File: src/rtl/sys_rst_pkg.sv
// Shared types and constants for the system reset sequencer.
// The sequencer FSM states and the lock-loss counter width live here.
package sys_rst_pkg;

    localparam int LOSS_CNT_W = 8;

    typedef enum logic [2:0] {
        WAIT_LOCK = 3'd0,
        STABLE    = 3'd1,
        RELEASE   = 3'd2,
        RUN       = 3'd3,
        FAULT     = 3'd4
    } rst_state_e;

    function automatic int max3(input int a, input int b, input int c);
        int m;
        m = (a > b) ? a : b;
        return (m > c) ? m : c;
    endfunction

endpackage

File: src/rtl/sys_rst_sequencer_lock_sync_2ff.sv
// Single-bit two-flop synchronizer for an asynchronous PLL lock flag.
// Both flops clear to 0 on reset so a fresh lock must propagate again.
module lock_sync_2ff (
    input  logic clk,
    input  logic rst_n,
    input  logic d_i,
    output logic q_o
);

    logic sync1_q;
    logic sync2_q;

    always_ff @(posedge clk or negedge rst_n) begin
        if (!rst_n) begin
            sync1_q <= 1'b0;
            sync2_q <= 1'b0;
        end else begin
            sync1_q <= d_i;
            sync2_q <= sync1_q;
        end
    end

    assign q_o = sync2_q;

endmodule

File: src/rtl/sys_rst_sequencer.sv
// Ordered reset release driven by synchronized PLL lock flags, with lock-loss recovery.
// Optional lock watchdog is built only when SYS_RST_WDOG_EN is defined.
module sys_rst_sequencer
    import sys_rst_pkg::*;
#(
    parameter int NUM_PLL            = 3,
    parameter int NUM_RST            = 4,
    parameter int LOCK_STABLE_CYCLES = 1024,
    parameter int STEP_CYCLES        = 256,
    parameter int HOLD_CYCLES        = 64,
    parameter int TIMEOUT_CYCLES     = 1 << 20
) (
    input  logic                  clk,
    input  logic                  rst_n,
    input  logic [NUM_PLL-1:0]    pll_locked,
    output logic [NUM_RST-1:0]    rst_seq_n,
    output logic                  init_done,
    output logic [LOSS_CNT_W-1:0] lock_loss_cnt,
    output logic                  wdog_timeout
);

    // One counter is shared by STABLE, RELEASE and FAULT since only one runs at a time.
    localparam int CNT_MAX = max3(LOCK_STABLE_CYCLES, STEP_CYCLES, HOLD_CYCLES);
    localparam int CNT_W   = (CNT_MAX > 1) ? $clog2(CNT_MAX) : 1;

    localparam logic [CNT_W-1:0] STABLE_LAST = CNT_W'(LOCK_STABLE_CYCLES - 1);
    localparam logic [CNT_W-1:0] STEP_LAST   = CNT_W'(STEP_CYCLES - 1);
    localparam logic [CNT_W-1:0] HOLD_LAST   = CNT_W'(HOLD_CYCLES - 1);

    logic [NUM_PLL-1:0]    locked_sync;
    logic                  all_locked;
    rst_state_e            state_q;
    logic [CNT_W-1:0]      cnt_q;
    logic [NUM_RST-1:0]    rst_seq_n_q;
    logic                  init_done_q;
    logic [LOSS_CNT_W-1:0] loss_cnt_q;
    logic [NUM_RST-1:0]    rel_next_d;
    logic                  lock_lost_d;

    genvar gi;
    generate
        for (gi = 0; gi < NUM_PLL; gi++) begin : g_sync
            lock_sync_2ff u_sync (
                .clk   (clk),
                .rst_n (rst_n),
                .d_i   (pll_locked[gi]),
                .q_o   (locked_sync[gi])
            );
        end
    endgenerate

    assign all_locked = &locked_sync;

    // Bits are released LSB first, so the next pattern is a shift-in of a 1.
    assign rel_next_d  = (rst_seq_n_q << 1) | NUM_RST'(1);
    assign lock_lost_d = !all_locked && ((state_q == RELEASE) || (state_q == RUN));

    always_ff @(posedge clk or negedge rst_n) begin
        if (!rst_n) begin
            state_q     <= WAIT_LOCK;
            cnt_q       <= '0;
            rst_seq_n_q <= '0;
            init_done_q <= 1'b0;
            loss_cnt_q  <= '0;
        end else if (lock_lost_d) begin
            // A lock drop outranks a coincident release step.
            state_q     <= FAULT;
            cnt_q       <= '0;
            rst_seq_n_q <= '0;
            init_done_q <= 1'b0;
            if (loss_cnt_q != {LOSS_CNT_W{1'b1}}) begin
                loss_cnt_q <= loss_cnt_q + LOSS_CNT_W'(1);
            end
        end else begin
            case (state_q)
                WAIT_LOCK: begin
                    cnt_q       <= '0;
                    rst_seq_n_q <= '0;
                    init_done_q <= 1'b0;
                    if (all_locked) begin
                        state_q <= STABLE;
                    end
                end
                STABLE: begin
                    if (!all_locked) begin
                        state_q <= WAIT_LOCK;
                        cnt_q   <= '0;
                    end else if (cnt_q == STABLE_LAST) begin
                        state_q <= RELEASE;
                        cnt_q   <= '0;
                    end else begin
                        cnt_q <= cnt_q + CNT_W'(1);
                    end
                end
                RELEASE: begin
                    if (cnt_q == STEP_LAST) begin
                        cnt_q       <= '0;
                        rst_seq_n_q <= rel_next_d;
                        if (&rel_next_d) begin
                            state_q     <= RUN;
                            init_done_q <= 1'b1;
                        end
                    end else begin
                        cnt_q <= cnt_q + CNT_W'(1);
                    end
                end
                RUN: begin
                    rst_seq_n_q <= '1;
                    init_done_q <= 1'b1;
                end
                FAULT: begin
                    rst_seq_n_q <= '0;
                    init_done_q <= 1'b0;
                    if (cnt_q == HOLD_LAST) begin
                        state_q <= WAIT_LOCK;
                        cnt_q   <= '0;
                    end else begin
                        cnt_q <= cnt_q + CNT_W'(1);
                    end
                end
                default: begin
                    state_q     <= WAIT_LOCK;
                    cnt_q       <= '0;
                    rst_seq_n_q <= '0;
                    init_done_q <= 1'b0;
                end
            endcase
        end
    end

    assign rst_seq_n     = rst_seq_n_q;
    assign init_done     = init_done_q;
    assign lock_loss_cnt = loss_cnt_q;

`ifdef SYS_RST_WDOG_EN
    localparam int WDOG_W = (TIMEOUT_CYCLES > 1) ? $clog2(TIMEOUT_CYCLES) : 1;
    localparam logic [WDOG_W-1:0] WDOG_LAST = WDOG_W'(TIMEOUT_CYCLES - 1);

    logic [WDOG_W-1:0] wdog_cnt_q;
    logic              wdog_timeout_q;

    // Counts only while waiting for locks; the flag is sticky until rst_n.
    always_ff @(posedge clk or negedge rst_n) begin
        if (!rst_n) begin
            wdog_cnt_q     <= '0;
            wdog_timeout_q <= 1'b0;
        end else if ((state_q == WAIT_LOCK) || (state_q == STABLE)) begin
            if (wdog_cnt_q == WDOG_LAST) begin
                wdog_timeout_q <= 1'b1;
            end else begin
                wdog_cnt_q <= wdog_cnt_q + WDOG_W'(1);
            end
        end else begin
            wdog_cnt_q <= '0;
        end
    end

    assign wdog_timeout = wdog_timeout_q;
`else
    // No watchdog in this build: the flag is constant low.
    assign wdog_timeout = 1'b0 & (TIMEOUT_CYCLES > 0);
`endif

endmodule

File: config.mk
export PLATFORM = sky130hd
export DESIGN_NAME = sys_rst_sequencer
export DESIGN_NICKNAME = d
export VERILOG_FILES = /design/src/rtl/sys_rst_pkg.sv /design/src/rtl/sys_rst_sequencer_lock_sync_2ff.sv /design/src/rtl/sys_rst_sequencer.sv
export SDC_FILE = /design/constraint.sdc
export NUM_CORES = 1
export LEC_CHECK = 0
export BUFFER_PORTS_ARGS = -buffer_cell sky130_fd_sc_hd__buf_2
export CORE_UTILIZATION = 56
export CTS_CLUSTER_SIZE = 16
export DETAILED_ROUTE_END_ITERATION = 8
export GPL_ROUTABILITY_DRIVEN = 0
export PLACE_DENSITY_LB_ADDON = 0.1
export SLEW_MARGIN = 15
export SYNTH_ARGS = -nofsm -noshare
export SYNTH_HDL_FRONTEND = slang
export SYNTH_HIERARCHICAL = 1
export SYNTH_SLANG_ARGS = --single-unit
File: constraint.sdc
create_clock -name clk -period 2.34 [get_ports clk]
set_input_delay 0.468 -clock clk [delete_from_list [all_inputs] [get_ports clk]]
set_output_delay 0.468 -clock clk [all_outputs]
set_load 0.03 [all_outputs]
==> out/results.txt, run 1 <==
Status: finished, final reports clean
Critical path class: register to register
Post-synth top area cell: dfrtp_1
Largest net degree at the start of global routing: 33
Port Buf Inserts: 17
Top_reg_cell synth: dfrtp_1
Vert. Die Dim: 55.2 um
WL/cell: 14.5 um
Cts repair resizes: 0
Synth Area in Adders: 1.58%
Layout cells sized above 1: 20.7%
Max-cap check violation count: 0
Unrepaired setup endpoints after global routing: false
Final setup vio count: 0
Area contributors post-synth: dfrtp_1 (50%), nand2_1 (4.0%), xnor2_1 (3.3%), o21ai_1 (3.2%), nand3_1 (2.8%)
Post-synthesis cell type count: 44
Lkg Pwr: 0.860 nW
CTS hold repair buffers: 0
Yosys reg bits: 32
IO Pins: 19
Post-Place Cells: 201
Clk slew on worst S/H paths: 0.11 ns
Fillers: 205
Most common cell after layout, fill and taps aside: dfrtp_1
Die Width: 55.2 um
Final WS setup: 0.369 ns
Data arrival, critical path: 2.21 ns
Via Count: 1237
Remaining DRCs: 0
Slowest stage cell, crit path: or4b_4
Die ar.: 0.00305 mm2
Sequential fraction of the synthesis area: 50.5%
Fin crit share: 84.2%
Core area: 0.00257 mm2
Critical path launch point type: register
R2R depth: 5
Final Hold Vio Count: 0
Crit path required time: 2.58 ns
HP Class: input port to asynchronous set/reset pin
Register area: 801 um2
Routed wire length: 3040 um
Initial DRC count: 27
Number of global-route vias before repair: 1122
Tot GR Track Use: 21.9%
Psw: 0.000493 W
Mux share of post-synthesis cell area: 0.710%
DP Worst Slack: 0.393 ns
CTS tree: yes
Power Density: 824 mW/mm2
Post-DRT Antenna Nets: 0
Most frequent cells in the layout: dfrtp_1 (32), nand2_1 (17), buf_2 (17)
Simple-gate area share of the yosys netlist: 25.1%
Mapped Nets: 165
Yosys top cell area share: 50.5%
Std cell rows: 18
Total clock sinks: 32
Starting Density: 61.8%
Ys async rst share: 100%
Via density: 5.92
XOR/XNOR Fraction of Synth Area: 4.97%
Worst-path maximum fanout: 12
Worst Setup End Kind: register
Critical path's largest stage delay: 0.55 ns
Reg2Reg Setup Slack: 0.37 ns
Worst slew pin tran: 0.717 ns
Pint: 0.000955 W
Sequential Power Share: 46.4%
Multi-input logic area: 738 um2
Max-slew headroom: 52.2%
Worst r2r dst: cnt_q[5]
Htree depth: 2
Final core occ: 68.4%
HPWL after DPL: 2190 um
Combinational Power Share: 25.2%
Clk Latency, worst-skew pair: 0.34 ns
Area growth syn-to-layout: 10.7%
Mapped cell area: 0.00159 mm2
Post-CTS Repair Setup Buffers: 0
CP Cell Sequence: or4b_4, o21ai_2, o221ai_2, nor3_1, o21ai_1
Worst-case clock buffer depth: 2
First-pass GRT wire length: 5150 um
Max Slew Vio Count: 0
Worst r2r src: cnt_q[8]
Fmax: 507 MHz
Detailed Routing Iterations Pass 1: 4
Post-Synthesis Cells: 158
Clock power frac: 28.4%
Sw Ratio: 34.1%
Setup TNS Final: 0 ns
Root Buffer: clkbuf_4
Antenna Cells: 0
Number of synthesized flops with an enable pin: 0
Fin nets: 185
Syn avg cell area: 10.0 um2
Max IR drop VDD: 0.000719 V
Initial antenna violation count: 0
Ys Warns: 6
Setup Skew: 0.0180 ns
GRT overflow: 0
Power, Total: 0.00145 W
Fin cells: 209
CTS Buf Count: 5
Min Tclk post-route: 1.97 ns
Largest family of logic cells by synthesized area: simple AND/OR/NAND/NOR gates
Synth Area in Compound Gates: 14.0%
how the worst max path moves through the flow:
stage,start,slack [ns],to,cells past startpoint
final,cnt_q[8],0.37,cnt_q[5],5
after global routing,cnt_q[8],0.23,cnt_q[5],5
after CTS,cnt_q[8],0.38,cnt_q[5],5
after detailed placement,cnt_q[8],0.39,cnt_q[3],5
after global placement,cnt_q[8],0.47,cnt_q[5],5
after floorplan,lock_loss_cnt[0],0.57,lock_loss_cnt[1],4
cell usage after synthesis, types with 2 or more instances:
master     n
o22ai_2    2
nor2b_1    3
a21oi_1    8
nor4_1     2
nor2_2     2
inv_1      5
nand3b_1   2
o21a_1     2
nand4_1    3
dfrtp_1   32
nand2_1   17
nor3_2     2
and4_1     2
xor2_1     3
nand3_1    9
nand2b_1   2
o21ai_0    3
ha_1       2
nor3_1     4
buf_2      2
xnor2_1    6
and3_1     7
o21ai_1   10
nor2_1     8
stage by stage:
stage	hold WS (ns)	instance area [um2]
floorplan	0.172	1590
global placement	0.335	1680
detailed placement	0.335	1680
CTS	0.174	1760
global route	0.207	1760
finish	0.152	1760
worst max-delay path: cells and delay by family (launching register included):
family,cells,cell delay [ns]
flops,1,0.46
compound gates,3,0.52
simple gates,2,0.87
cell families (layout without fill, tap and decap cells):
| kind of cell | after synthesis | in the layout |
|---|---|---|
| buffers and inverters | 9 | 30 |
| and+or+nand+nor | 70 | 70 |
| muxes | 1 | 1 |
| adders and majority gates | 2 | 2 |
| DFF | 32 | 32 |
| AOI/OAI and AO/OA | 34 | 34 |
| xor gates and xnor gates | 9 | 9 |
| other | 1 | 1 |
state kept, by name, indices dropped and copies added (netlist names):
signal / cells
rst_seq_n: 4
init_done: 1
lock_loss_cnt: 8
state_q: 3
g_sync.u_sync/q_o: 3
cnt_q: 10
g_sync.u_sync/sync1_q: 3
layout make-up:
class                   instances  area share, %
multi-input cells             117           42.0
inverters                       5           1.07
repair buffers                 17           4.84
well taps                      30           2.14
clock inverters                 2           1.99
clock buffers                   6           2.35
flip-flops and latches         32           45.6
routing by layer:
layer | share of wire (%) | track usage, %
met1 | 47 | 28.3
met2 | 47 | 34.1
met3 | 4.5 | 4.92
met4 | 1.5 | 11.8
met5 | 0 | 0
power groups by stage:
stage | registers (W) | logic, W | clock network [W]
4_1_cts | 0.000672 | 0.000364 | 0.000418
5_1_grt | 0.000685 | 0.000402 | 0.000444
3_3_place_gp | 0.000678 | 0.000350 | 0
2_1_floorplan | 0.000687 | 0.000291 | 0
3_5_place_dp | 0.000682 | 0.000362 | 0
6_report | 0.000672 | 0.000364 | 0.000412
No activity file was read; power rests on OpenSTA's default activity.
==> run 2, diff against run 1 <==
==> constraint.sdc (replaced) <==
create_clock -name clk -period 1.9 [get_ports clk]
set_input_delay 0.38 -clock clk [delete_from_list [all_inputs] [get_ports clk]]
set_output_delay 0.38 -clock clk [all_outputs]
set_load 0.03 [all_outputs]
==> out/results.txt, run 2 (synthesized netlist as in run 1, its figures left out) <==
Worst r2r src: cnt_q[6]
Initial DRC count: 39 (+44%)
Top cell family by delay on the critical path: compound AO/OA/AOI/OAI gates
Min Tclk post-route: 1.80 ns (-0.169 ns)
IO Pins: 19 (unchanged)
Max IR drop VDD: 0.000868 V (+21%)
Reg with most FFs: cnt_q
Detailed Routing Iterations Pass 1: 4 (unchanged)
Worst Path Buf+Inv: 1 (+1)
Routed wire length: 3040 um (+0.16%)
Vert. Die Dim: 55.2 um (unchanged)
Fmax: 555 MHz (+9.3%)
CTS hold repair buffers: 0 (unchanged)
Fin crit share: 94.9% (+11 points)
Worst-path maximum fanout: 7 (-5)
HP Class: input port to asynchronous set/reset pin
Final setup vio count: 0 (unchanged)
Htree depth: 2 (unchanged)
Worst-case clock buffer depth: 2 (unchanged)
Worst slew pin tran: 0.682 ns (-0.0349 ns)
Clk Latency, worst-skew pair: 0.33 ns (about the same)
Worst r2r dst: state_q[0]
Fin nets: 198 (+7.0%)
Max-cap check violation count: 0 (unchanged)
Largest net degree at the start of global routing: 33 (unchanged)
Total clock sinks: 32 (unchanged)
Crit. path cell count: 6 (+1)
Post-CTS Repair Setup Buffers: 0 (unchanged)
Die ar.: 0.00305 mm2 (unchanged)
Max FFs per register: 10 (unchanged)
Power Density: 968 mW/mm2 (+17%)
CTS Buf Count: 5 (unchanged)
DRT met1 WL: 1450 um (+2.5%)
Max-slew headroom: 54.6% (+2.3 points)
First-pass GRT wire length: 5310 um (+3.1%)
Status: finished, final reports clean
Area growth syn-to-layout: 16.2%
Die Width: 55.2 um (unchanged)
Layout cells sized above 1: 26.2% (+5.5 points)
Clk slew on worst S/H paths: 0.09 ns (-0.02 ns)
Setup Skew: 0.00973 ns (-0.00828 ns)
Final Cell Area: 0.00184 mm2 (+4.9%)
Cts repair resizes: 0 (unchanged)
Met3 WL: 150 um (+9.5%)
Post-DRT Antenna Nets: 0 (unchanged)
Critical path launch point type: register
Initial antenna violation count: 0 (unchanged)
Worst setup endpoint: state_q[0]
Slowest stage cell, crit path: or4b_4
Via density: 5.74 (-3.0%)
Final Hold Vio Count: 0 (unchanged)
Port Buf Inserts: 17 (unchanged)
WL/cell: 13.8 um (-5.3%)
Std cell rows: 18 (unchanged)
Reg2Reg Setup Slack: 0.1 ns (-0.27 ns)
Crit path required time: 2.16 ns (-0.42 ns)
Top sig layer: met4
GRT overflow: 0 (unchanged)
Lkg Pwr: 0.924 nW (+7.5%)
R2R depth: 6 (+1)
HPWL after DPL: 2250 um (+2.6%)
Antenna Cells: 0 (unchanged)
Core area: 0.00257 mm2 (unchanged)
Unrepaired setup endpoints after global routing: true
Critical path's largest stage delay: 0.55 ns (about the same)
Remaining DRCs: 0 (unchanged)
CP Launch Point: cnt_q[6]
WL met2: 1410 um (-1.7%)
Max Slew Vio Count: 0 (unchanged)
Data arrival, critical path: 2.07 ns (-0.14 ns)
Critical path class: register to register
CTS tree: yes
Via Count: 1269 (+2.6%)
Most common cell after layout, fill and taps aside: dfrtp_1
Tot GR Track Use: 22.4% (+0.58 points)
Placed Area: 0.00178 mm2 (+5.8%)
Worst Setup End Kind: register
Most frequent cells in the layout: dfrtp_1 (32), nand2_1 (17), buf_2 (17)
Number of global-route vias before repair: 1186 (+5.7%)
Root Buffer: clkbuf_4
Setup TNS Final: 0 ns (unchanged)
CP Cell Sequence: or4b_4, o21ai_2, o221ai_2, buf_4, a21o_1, a21oi_1
Starting Density: 61.8% (unchanged)
==> run 2: cell types whose count changed in the layout (fill, tap and decap cells not counted), sizes merged <==
cell,before,now
clkbuf,6,7
clkinv,1,0
buf,17,30
bufinv,1,0
==> run 2: metrics by stage <==
step / setup WS, ns / utilization (%) / std cells / hold WS (ns) / total power, W
after floorplan: 0.131 / - / 158 / 0.0844 / 0.00120
after global placement: 0.146 / 69.2 / 214 / 0.334 / 0.00136
after detailed placement: 0.122 / 69.2 / 214 / 0.340 / 0.00137
after CTS: 0.105 / 71.8 / 221 / 0.0936 / 0.00180
after global routing: -0.00612 / 71.8 / 221 / 0.134 / 0.00191
final: 0.0973 / 71.8 / 221 / 0.0811 / 0.00178
==> run 2: worst register-to-register path, cell delays in order (launching register included) <==
cell and delay, ns:
dfrtp_1 0.38, or4b_4 0.55, o21ai_2 0.15, o221ai_2 0.19, buf_4 0.20, a21o_1 0.14, a21oi_1 0.13
==> run 2: per-layer routing <==
layer  vias up  GRT usage [%]
met4         0           11.1
li1        629              -
met5         -              0
met1       598           30.4
met3         6           4.92
met2        36           34.1
==> run 2: how the worst min path moves through the flow <==
stage	slack, ns	from	end
floorplan	0.08	rst_n	cnt_q[0]
global placement	0.33	g_sync[1].u_sync/sync1_q	g_sync[1].u_sync/q_o
detailed placement	0.34	g_sync[1].u_sync/sync1_q	g_sync[1].u_sync/q_o
CTS	0.09	rst_n	rst_seq_n[3]
global route	0.13	pll_locked[1]	g_sync[1].u_sync/sync1_q
finish	0.08	rst_n	rst_seq_n[3]
==> run 2: layout make-up <==
type	instances	area (um2)
clock buffers	7	65.1
fillers	190	724
inverters	5	18.8
multi-input cells	117	738
flip-flops and latches	32	801
well taps	30	37.5
repair buffers	30	183
==> run 2: where the power goes <==
part           switching [W]  internal (W)  total [W]
Clock               0.000214      0.000210   0.000423
Combinational       0.000319      0.000236   0.000555
Sequential         0.0000627      0.000742   0.000805
